### config.mk
export PLATFORM = sky130hd
export DESIGN_NAME = display_scan_ctrl_flat
export DESIGN_NICKNAME = d
export VERILOG_FILES = /design/src/rtl/display_scan_ctrl_pkg.sv /design/src/rtl/display_scan_ctrl_if.sv /design/src/rtl/display_scan_ctrl_prescaler.sv /design/src/rtl/display_scan_ctrl.sv /design/src/flat_wrapper.sv
export SDC_FILE = /design/constraint.sdc
export NUM_CORES = 1
export LEC_CHECK = 0
export ABC_AREA = 0
export CORE_ASPECT_RATIO = 1.5
export CORE_MARGIN = 4
export CORE_UTILIZATION = 60
export DETAILED_ROUTE_END_ITERATION = 8
export DONT_BUFFER_PORTS = 1
export GPL_TIMING_DRIVEN = 0
export PLACE_DENSITY = 0.76
export SYNTH_ARGS = -nofsm -noshare
export SYNTH_HDL_FRONTEND = slang
export SYNTH_SLANG_ARGS = --single-unit
### constraint.sdc
create_clock -name clk -period 5.1 [get_ports clk]
set_input_delay 1.275 -clock clk [delete_from_list [all_inputs] [get_ports clk]]
set_output_delay 1.275 -clock clk [all_outputs]
set_load 0.02 [all_outputs]
### src/rtl/display_scan_ctrl_pkg.sv
// display_pkg: shared types and helpers for the display scan controller.
//   state_t            - scan FSM states (IDLE / BLANK / SHOW)
//   NUM_DIGITS         - number of multiplexed digits
//   ANODE_OFF          - active-low anode pattern with every digit off
//   next_enabled_digit - next set bit of a digit mask, searching upward
//                        from index+1 and wrapping 3 -> 0
package display_pkg;

   typedef enum logic [1:0] {
      IDLE,
      BLANK,
      SHOW
   } state_t;

   localparam int unsigned NUM_DIGITS = 4;
   localparam logic [NUM_DIGITS-1:0] ANODE_OFF = '1;

   // Walking the offsets downward lets the smallest matching offset win;
   // offset NUM_DIGITS lands back on index itself, so a lone enabled digit
   // selects itself. Caller guarantees mask is nonzero.
   function automatic logic [1:0] next_enabled_digit(input logic [1:0] index,
                                                     input logic [NUM_DIGITS-1:0] mask);
      logic [1:0] cand;
      logic [1:0] result;
      result = index;
      for (int unsigned i = NUM_DIGITS; i >= 1; i--) begin
         cand = index + 2'(i);
         if (mask[cand]) result = cand;
      end
      return result;
   endfunction

endpackage

### src/rtl/display_scan_ctrl_if.sv
// display_scan_ctrl_if: control/display signal bundle of the scan controller.
//   enable, digit_mask         - scan control (driven by master)
//   brightness                 - dimming level, only with SCAN_DIM_EN defined
//   digit_sel, anode_n, blank,
//   frame_done                 - display drive and status (driven by slave)
// Optional macro: SCAN_DIM_EN.
interface display_scan_ctrl_if;
   import display_pkg::*;

   logic                  enable;
   logic [NUM_DIGITS-1:0] digit_mask;
   logic [1:0]            digit_sel;
   logic [NUM_DIGITS-1:0] anode_n;
   logic                  blank;
   logic                  frame_done;
`ifdef SCAN_DIM_EN
   logic [2:0]            brightness;
`endif

   modport master (
      output enable, digit_mask,
`ifdef SCAN_DIM_EN
      output brightness,
`endif
      input  digit_sel, anode_n, blank, frame_done
   );

   modport slave (
      input  enable, digit_mask,
`ifdef SCAN_DIM_EN
      input  brightness,
`endif
      output digit_sel, anode_n, blank, frame_done
   );

endinterface

### src/rtl/display_scan_ctrl_prescaler.sv
// scan_prescaler: terminal-count counter with synchronous clear.
//   clk, reset - clock, asynchronous active-high reset
//   clear      - forces the count back to zero on the next edge
//   last       - terminal value; tc is high while count == last
//   count      - current count
//   count_nxt  - value count takes on the next edge
//   tc         - terminal count reached (counter wraps to zero)
module scan_prescaler #(
   parameter int unsigned W = 2
) (
   input  logic         clk,
   input  logic         reset,
   input  logic         clear,
   input  logic [W-1:0] last,
   output logic [W-1:0] count,
   output logic [W-1:0] count_nxt,
   output logic         tc
);

   always_comb begin
      tc        = (count == last);
      count_nxt = (clear || tc) ? '0 : count + W'(1);
   end

   always_ff @(posedge clk or posedge reset) begin
      if (reset) count <= '0;
      else       count <= count_nxt;
   end

endmodule

### src/rtl/display_scan_ctrl.sv
// display_scan_ctrl: time-multiplexed scan controller for a 4-digit
// common-anode 7-segment display, with blanking dead time between digits
// and skipping of masked-off digits.
//   clk, reset           - clock, asynchronous active-high reset
//   bus.enable           - scan enable, low forces IDLE
//   bus.digit_mask       - bit i set = digit i takes part in the scan
//   bus.digit_sel        - digit index to the 7-segment decoder
//   bus.anode_n          - active-low anode enables, at most one low
//   bus.blank            - high whenever all anodes are off
//   bus.frame_done       - one-cycle pulse on each scan wrap
//   bus.brightness       - dimming level (SCAN_DIM_EN only)
// Optional macro: SCAN_DIM_EN adds brightness-controlled dimming in SHOW.
module display_scan_ctrl
   import display_pkg::*;
#(
   parameter int unsigned DIV       = 50000,
   parameter int unsigned BLANK_CYC = 16,
   parameter int unsigned DIV_W     = $clog2(DIV)
) (
   input  logic                clk,
   input  logic                reset,
   display_scan_ctrl_if.slave  bus
);

   // One counter times both phases, so it must fit the longer of the two.
   localparam int unsigned BLK_W = (BLANK_CYC > 1) ? $clog2(BLANK_CYC) : 1;
   localparam int unsigned CNT_W = (DIV_W > BLK_W) ? DIV_W : BLK_W;
   localparam logic [CNT_W-1:0] DIV_LAST   = CNT_W'(DIV - 1);
   localparam logic [CNT_W-1:0] BLANK_LAST = CNT_W'(BLANK_CYC - 1);

   state_t                state, state_n;
   logic [1:0]            sel_q, sel_d;
   logic [NUM_DIGITS-1:0] anode_q, anode_d;
   logic                  blank_q, blank_d;
   logic                  frame_q, frame_d;
   logic [1:0]            nxt_digit;
   logic [31:0]           show_len;

   logic                  cnt_clr;
   logic                  cnt_tc;
   logic [CNT_W-1:0]      cnt, cnt_nxt, cnt_last;

`ifdef SCAN_DIM_EN
   logic [2:0]            bright_q, bright_d;
`endif

   scan_prescaler #(.W(CNT_W)) u_prescaler (
      .clk       (clk),
      .reset     (reset),
      .clear     (cnt_clr),
      .last      (cnt_last),
      .count     (cnt),
      .count_nxt (cnt_nxt),
      .tc        (cnt_tc)
   );

   always_comb begin
      state_n   = state;
      sel_d     = sel_q;
      frame_d   = 1'b0;
      cnt_clr   = 1'b0;
      cnt_last  = (state == SHOW) ? DIV_LAST : BLANK_LAST;
      nxt_digit = next_enabled_digit(sel_q, bus.digit_mask);
`ifdef SCAN_DIM_EN
      bright_d  = bright_q;
`endif

      if (!bus.enable) begin
         state_n = IDLE;
         sel_d   = '0;
         cnt_clr = 1'b1;
      end else begin
         unique case (state)
            IDLE: begin
               cnt_clr = 1'b1;
               if (bus.digit_mask != '0) begin
                  state_n = BLANK;
                  // Searching upward from digit 3 wraps to the lowest set bit.
                  sel_d   = next_enabled_digit(2'd3, bus.digit_mask);
               end
            end
            BLANK: begin
               if (cnt_tc) begin
                  state_n  = SHOW;
                  cnt_clr  = 1'b1;
`ifdef SCAN_DIM_EN
                  bright_d = bus.brightness;
`endif
               end
            end
            SHOW: begin
               if (cnt_tc) begin
                  cnt_clr = 1'b1;
                  if (bus.digit_mask == '0) begin
                     state_n = IDLE;
                     sel_d   = '0;
                  end else begin
                     state_n = BLANK;
                     sel_d   = nxt_digit;
                     frame_d = (nxt_digit <= sel_q);
                  end
               end
            end
            default: begin
               state_n = IDLE;
               sel_d   = '0;
               cnt_clr = 1'b1;
            end
         endcase
      end

      // Anode drive is computed from next-cycle state and count so the
      // outputs can be registered without adding a cycle of lag.
`ifdef SCAN_DIM_EN
      show_len = ((32'(bright_d) + 32'd1) * DIV) >> 3;
`else
      show_len = DIV;
`endif
      anode_d = ANODE_OFF;
      if (state_n == SHOW && 32'(cnt_nxt) < show_len)
         anode_d = ~(NUM_DIGITS'(1) << sel_d);
      blank_d = (anode_d == ANODE_OFF);
   end

   always_ff @(posedge clk or posedge reset) begin
      if (reset) begin
         state   <= IDLE;
         sel_q   <= '0;
         anode_q <= ANODE_OFF;
         blank_q <= 1'b1;
         frame_q <= 1'b0;
`ifdef SCAN_DIM_EN
         bright_q <= '0;
`endif
      end else begin
         state   <= state_n;
         sel_q   <= sel_d;
         anode_q <= anode_d;
         blank_q <= blank_d;
         frame_q <= frame_d;
`ifdef SCAN_DIM_EN
         bright_q <= bright_d;
`endif
      end
   end

   assign bus.digit_sel  = sel_q;
   assign bus.anode_n    = anode_q;
   assign bus.blank      = blank_q;
   assign bus.frame_done = frame_q;

endmodule

### src/flat_wrapper.sv
// flat-port wrapper written by rule: the top's interface ports become plain ports
module display_scan_ctrl_flat import display_pkg::*;
#(
   parameter int unsigned DIV       = 50000,
   parameter int unsigned BLANK_CYC = 16,
   parameter int unsigned DIV_W     = $clog2(DIV)
)
  (clk, reset, bus_enable, bus_digit_mask, bus_digit_sel, bus_anode_n, bus_blank, bus_frame_done);
  display_scan_ctrl_if bus_i ();
  input  logic clk;
  input  logic reset;
  input wire logic [$bits(bus_i.enable)-1:0] bus_enable;
  input wire logic [$bits(bus_i.digit_mask)-1:0] bus_digit_mask;
  output wire logic [$bits(bus_i.digit_sel)-1:0] bus_digit_sel;
  output wire logic [$bits(bus_i.anode_n)-1:0] bus_anode_n;
  output wire logic [$bits(bus_i.blank)-1:0] bus_blank;
  output wire logic [$bits(bus_i.frame_done)-1:0] bus_frame_done;
  assign bus_i.enable = bus_enable;
  assign bus_i.digit_mask = bus_digit_mask;
  assign bus_digit_sel = bus_i.digit_sel;
  assign bus_anode_n = bus_i.anode_n;
  assign bus_blank = bus_i.blank;
  assign bus_frame_done = bus_i.frame_done;
  display_scan_ctrl #(.DIV(DIV), .BLANK_CYC(BLANK_CYC), .DIV_W(DIV_W)) u_core (.clk(clk), .reset(reset), .bus(bus_i));
endmodule
==> parameters.txt <==
Parameter                              Value

Status
  Result of the run    complete, no violations

Worst setup path
  Maximum fanout encountered on the critical timing path    5
  Endpoint arrival time on the critical path    2.63 ns
  Crit end category    flop
  Register-to-register setup slack    2.84 ns
  CP Data Required Time    5.29 ns
  Worst setup path category    in -> reg
  RR Endpoint    u_core.bus.anode_n[3]$_DFF_PP1_
  R2R cell count    8
  Worst Setup Start Kind    primary input
  Worst reg2reg startpoint    u_core.u_prescaler.count[0]$_DFF_PP0_

Placed design
  Placed wire-length estimate    2834 µm
  Input/output buffers    0
  Placed instance count    233
  GP Congestion    0.9330
  Pre-CTS worst setup slack    2.368 ns

Detailed routing
  Final Routed Wirelength    3697 µm
  Remaining number of nets flagged by the antenna check after routing    0
  Vias post-DR    1438
  DRC    0
  Starting DRT DRC Count    52
  Via-to-Cell Ratio    6.068
  Average routed wire per standard cell    15.60 µm
  Pre-antenna DRT Iters    4

Timing
  Max-Slew Margin vs Limit    37.86%
  Count of pins over their slew limit    0
  Final worst-path cycle share    47.83%
  Pin slew with the least headroom to its limit    0.9311 ns
  Final number of setup-violating endpoints    0
  Fin. Hold Viols    0
  Setup repair after global routing missed its margin    false
  Final Hold Slack    0.4739 ns
  Final Critical Period    2.439 ns
  Total negative slack    0 ns
  Highest achievable clock rate    0.4100 GHz
  Setup skew after layout    0.004584 ns
  Post-layout worst setup margin    2.661 ns

Synth
  Yosys top cell area share    30.70%
  Mapped cell area    1712 µm²
  Mapped Avg Cell Area    8.733 µm²
  Top cells by area in the synthesized netlist    sky130_fd_sc_hd__dfrtp_1, sky130_fd_sc_hd__dfstp_2, sky130_fd_sc_hd__nor2_1
  Library cell with the largest summed area after synthesis    sky130_fd_sc_hd__dfrtp_1
  Number of storage elements in the synthesis netlist    26
  Number of warnings reported in the yosys synthesis log    0
  Cells after synthesis    196
  Top-count cell post-synth    sky130_fd_sc_hd__nor2_1
  Number of enable flip-flop cells after synthesis    0
  Unique cell type count in the Yosys netlist    51
  Part of the Yosys area used for sequential elements    38.38%
  Syn Nets    210
  Synth top cells by count    sky130_fd_sc_hd__nor2_1, sky130_fd_sc_hd__dfrtp_1, sky130_fd_sc_hd__nand2_1
  Async S/R FF share, synth    100.0%
  Main synth FF type    sky130_fd_sc_hd__dfrtp_1

Cells and area
  Final Net Count    215
  Count of placed standard cells in the final layout, fillers left out    237
  Layout Utilization    67.62%
  Antenna cells    0
  Footprint of the flip-flops and latches    656.9 µm²
  Final-layout fill cell count    257
  Layout area overhead    6.871%
  Multi-input gate area    989.7 µm²
  Fraction of layout instances using a drive strength above 1    13.50%

Clock network
  Number of CTS-inserted buffers    3
  Post-CTS clock slew at the launch and capture registers of the worst setup and hold paths    0.09 ns
  Setup repair bufs after CTS    0
  Buffer type at the clock tree root    sky130_fd_sc_hd__clkbuf_8
  CTS Hold Buffers Added    0
  Clock tree from TritonCTS    done
  Resized cells post-CTS    0
  Later-pin clock latency in the skew report    0.27 ns
  CTS HTree Levels    1
  Worst-case clock buffer depth    2
  Number of clock sinks    26

Floorplanning
  Starting utilization of the core area    63.27%
  Width of the chip    51.61 µm
  Floorplan row count    23
  Height of the chip    73.42 µm
  Placeable core region    2705 µm²
  Die Area    3789 µm²
  Top-level port count    15

Global route
  GRT Residual Overflow    0
  Vias in the first global route    1522
  First-pass GRT wire length    6492 µm
  Antenna violations before repair    0
  All-Layer GR Usage    22.25%
  Pin count of the biggest net entering global routing    27

Pwr
  Leakage power figure    0.7351 nW
  Power per Cell Area    226.3 nW/µm²
  Max rail drop VDD    162.9 µV

Min path
  Hold-critical path depth    1
  Type of the tightest min-delay check    reg -> reg
  Worst Hold End    u_core.u_prescaler.count[0]$_DFF_PP0_
  Launch point of the worst hold path    u_core.u_prescaler.count[0]$_DFF_PP0_

Run
  Maximum Capacitance Violations    0
==> metal layers <==
metal  wire [µm]  track usage (%)  vias to the layer above
met5           0                0                        -
met4         113            11.66                        0
met3         116            3.043                       14
met2        2054            41.93                       38
met1        1413            23.14                      685
li1            -                -                      701
==> per-stage QoR <==
stage	power, mW	instance area (µm²)
after CTS	0.4173	1829
after global routing	0.4311	1829
after detailed placement	0.2492	1758
after global placement	0.2476	1758
final	0.4139	1829
after floorplan	0.2410	1712
==> critical path, cell delays in order <==
cell                      delay (ns)
sky130_fd_sc_hd__or4_1          0.53
sky130_fd_sc_hd__o21ai_0        0.18
sky130_fd_sc_hd__o21ai_0        0.10
sky130_fd_sc_hd__a31oi_1        0.22
sky130_fd_sc_hd__and2_4         0.22
sky130_fd_sc_hd__nand4_1        0.10
==> report_power, final <==
part           switching, mW  leakage [nW]  internal, mW
logic                 0.0214         0.356        0.0112
clock network         0.0638        0.0357         0.105
registers            0.00434         0.343         0.208
==> logic make-up after synthesis <==
kind of cell / after synthesis / share of synthesized area [%]
compound gates: 40 / 15.35
xor+xnor: 12 / 6.140
fa+ha+maj: 7 / 5.117
buf+inv: 15 / 3.801
flops: 26 / 38.38
mux: 1 / 0.5848
simple gates: 95 / 30.63
==> layout by cell type (no fill, tap or decap), drive strengths merged, types with 2 or more instances in the layout <==
cell	count
o21ai	14
xnor2	8
clkbuf	4
nand2	20
nor3b	2
a31oi	2
a21oi	8
nor4	2
nor2b	3
buf	5
dfstp	5
nand3	10
and2	3
dfrtp	21
nor2	25
ha	7
nand2b	3
nand4	5
a22oi	2
a211oi	2
nor3	8
o211ai	2
and3	5
or2	2
xor2	4
inv	9
or3	3
==> state kept, by name, indices dropped and copies added (netlist names) <==
signal / flops
u_core.bus.blank: 1
u_core.bus.digit_sel: 2
u_core.state: 2
u_core.bus.frame_done: 1
u_core.u_prescaler.count: 16
u_core.bus.anode_n: 4
==> worst max path at each step <==
stage / from / cells after the start / endpoint / slack [ns]
2_1_floorplan: bus_digit_mask[0] / 6 / u_core.bus.anode_n[1]$_DFF_PP1_ / 2.55
3_3_place_gp: bus_digit_mask[0] / 6 / u_core.bus.anode_n[3]$_DFF_PP1_ / 2.38
3_5_place_dp: bus_digit_mask[0] / 6 / u_core.bus.anode_n[1]$_DFF_PP1_ / 2.37
4_1_cts: bus_digit_mask[0] / 6 / u_core.bus.anode_n[3]$_DFF_PP1_ / 2.66
5_1_grt: bus_digit_mask[0] / 6 / u_core.bus.anode_n[1]$_DFF_PP1_ / 2.59
6_report: bus_digit_mask[0] / 6 / u_core.bus.anode_n[3]$_DFF_PP1_ / 2.66
==> final cells by class <==
cell class | instances | area share [%]
buffer | 6 | 1.710
tap | 37 | 2.531
clock buffer | 3 | 2.257
inverter | 9 | 1.847
multi-input combinational | 155 | 54.10
sequential | 26 | 35.91
clock inverter | 1 | 1.642
Note: power is estimated with default switching activity, not from simulation.
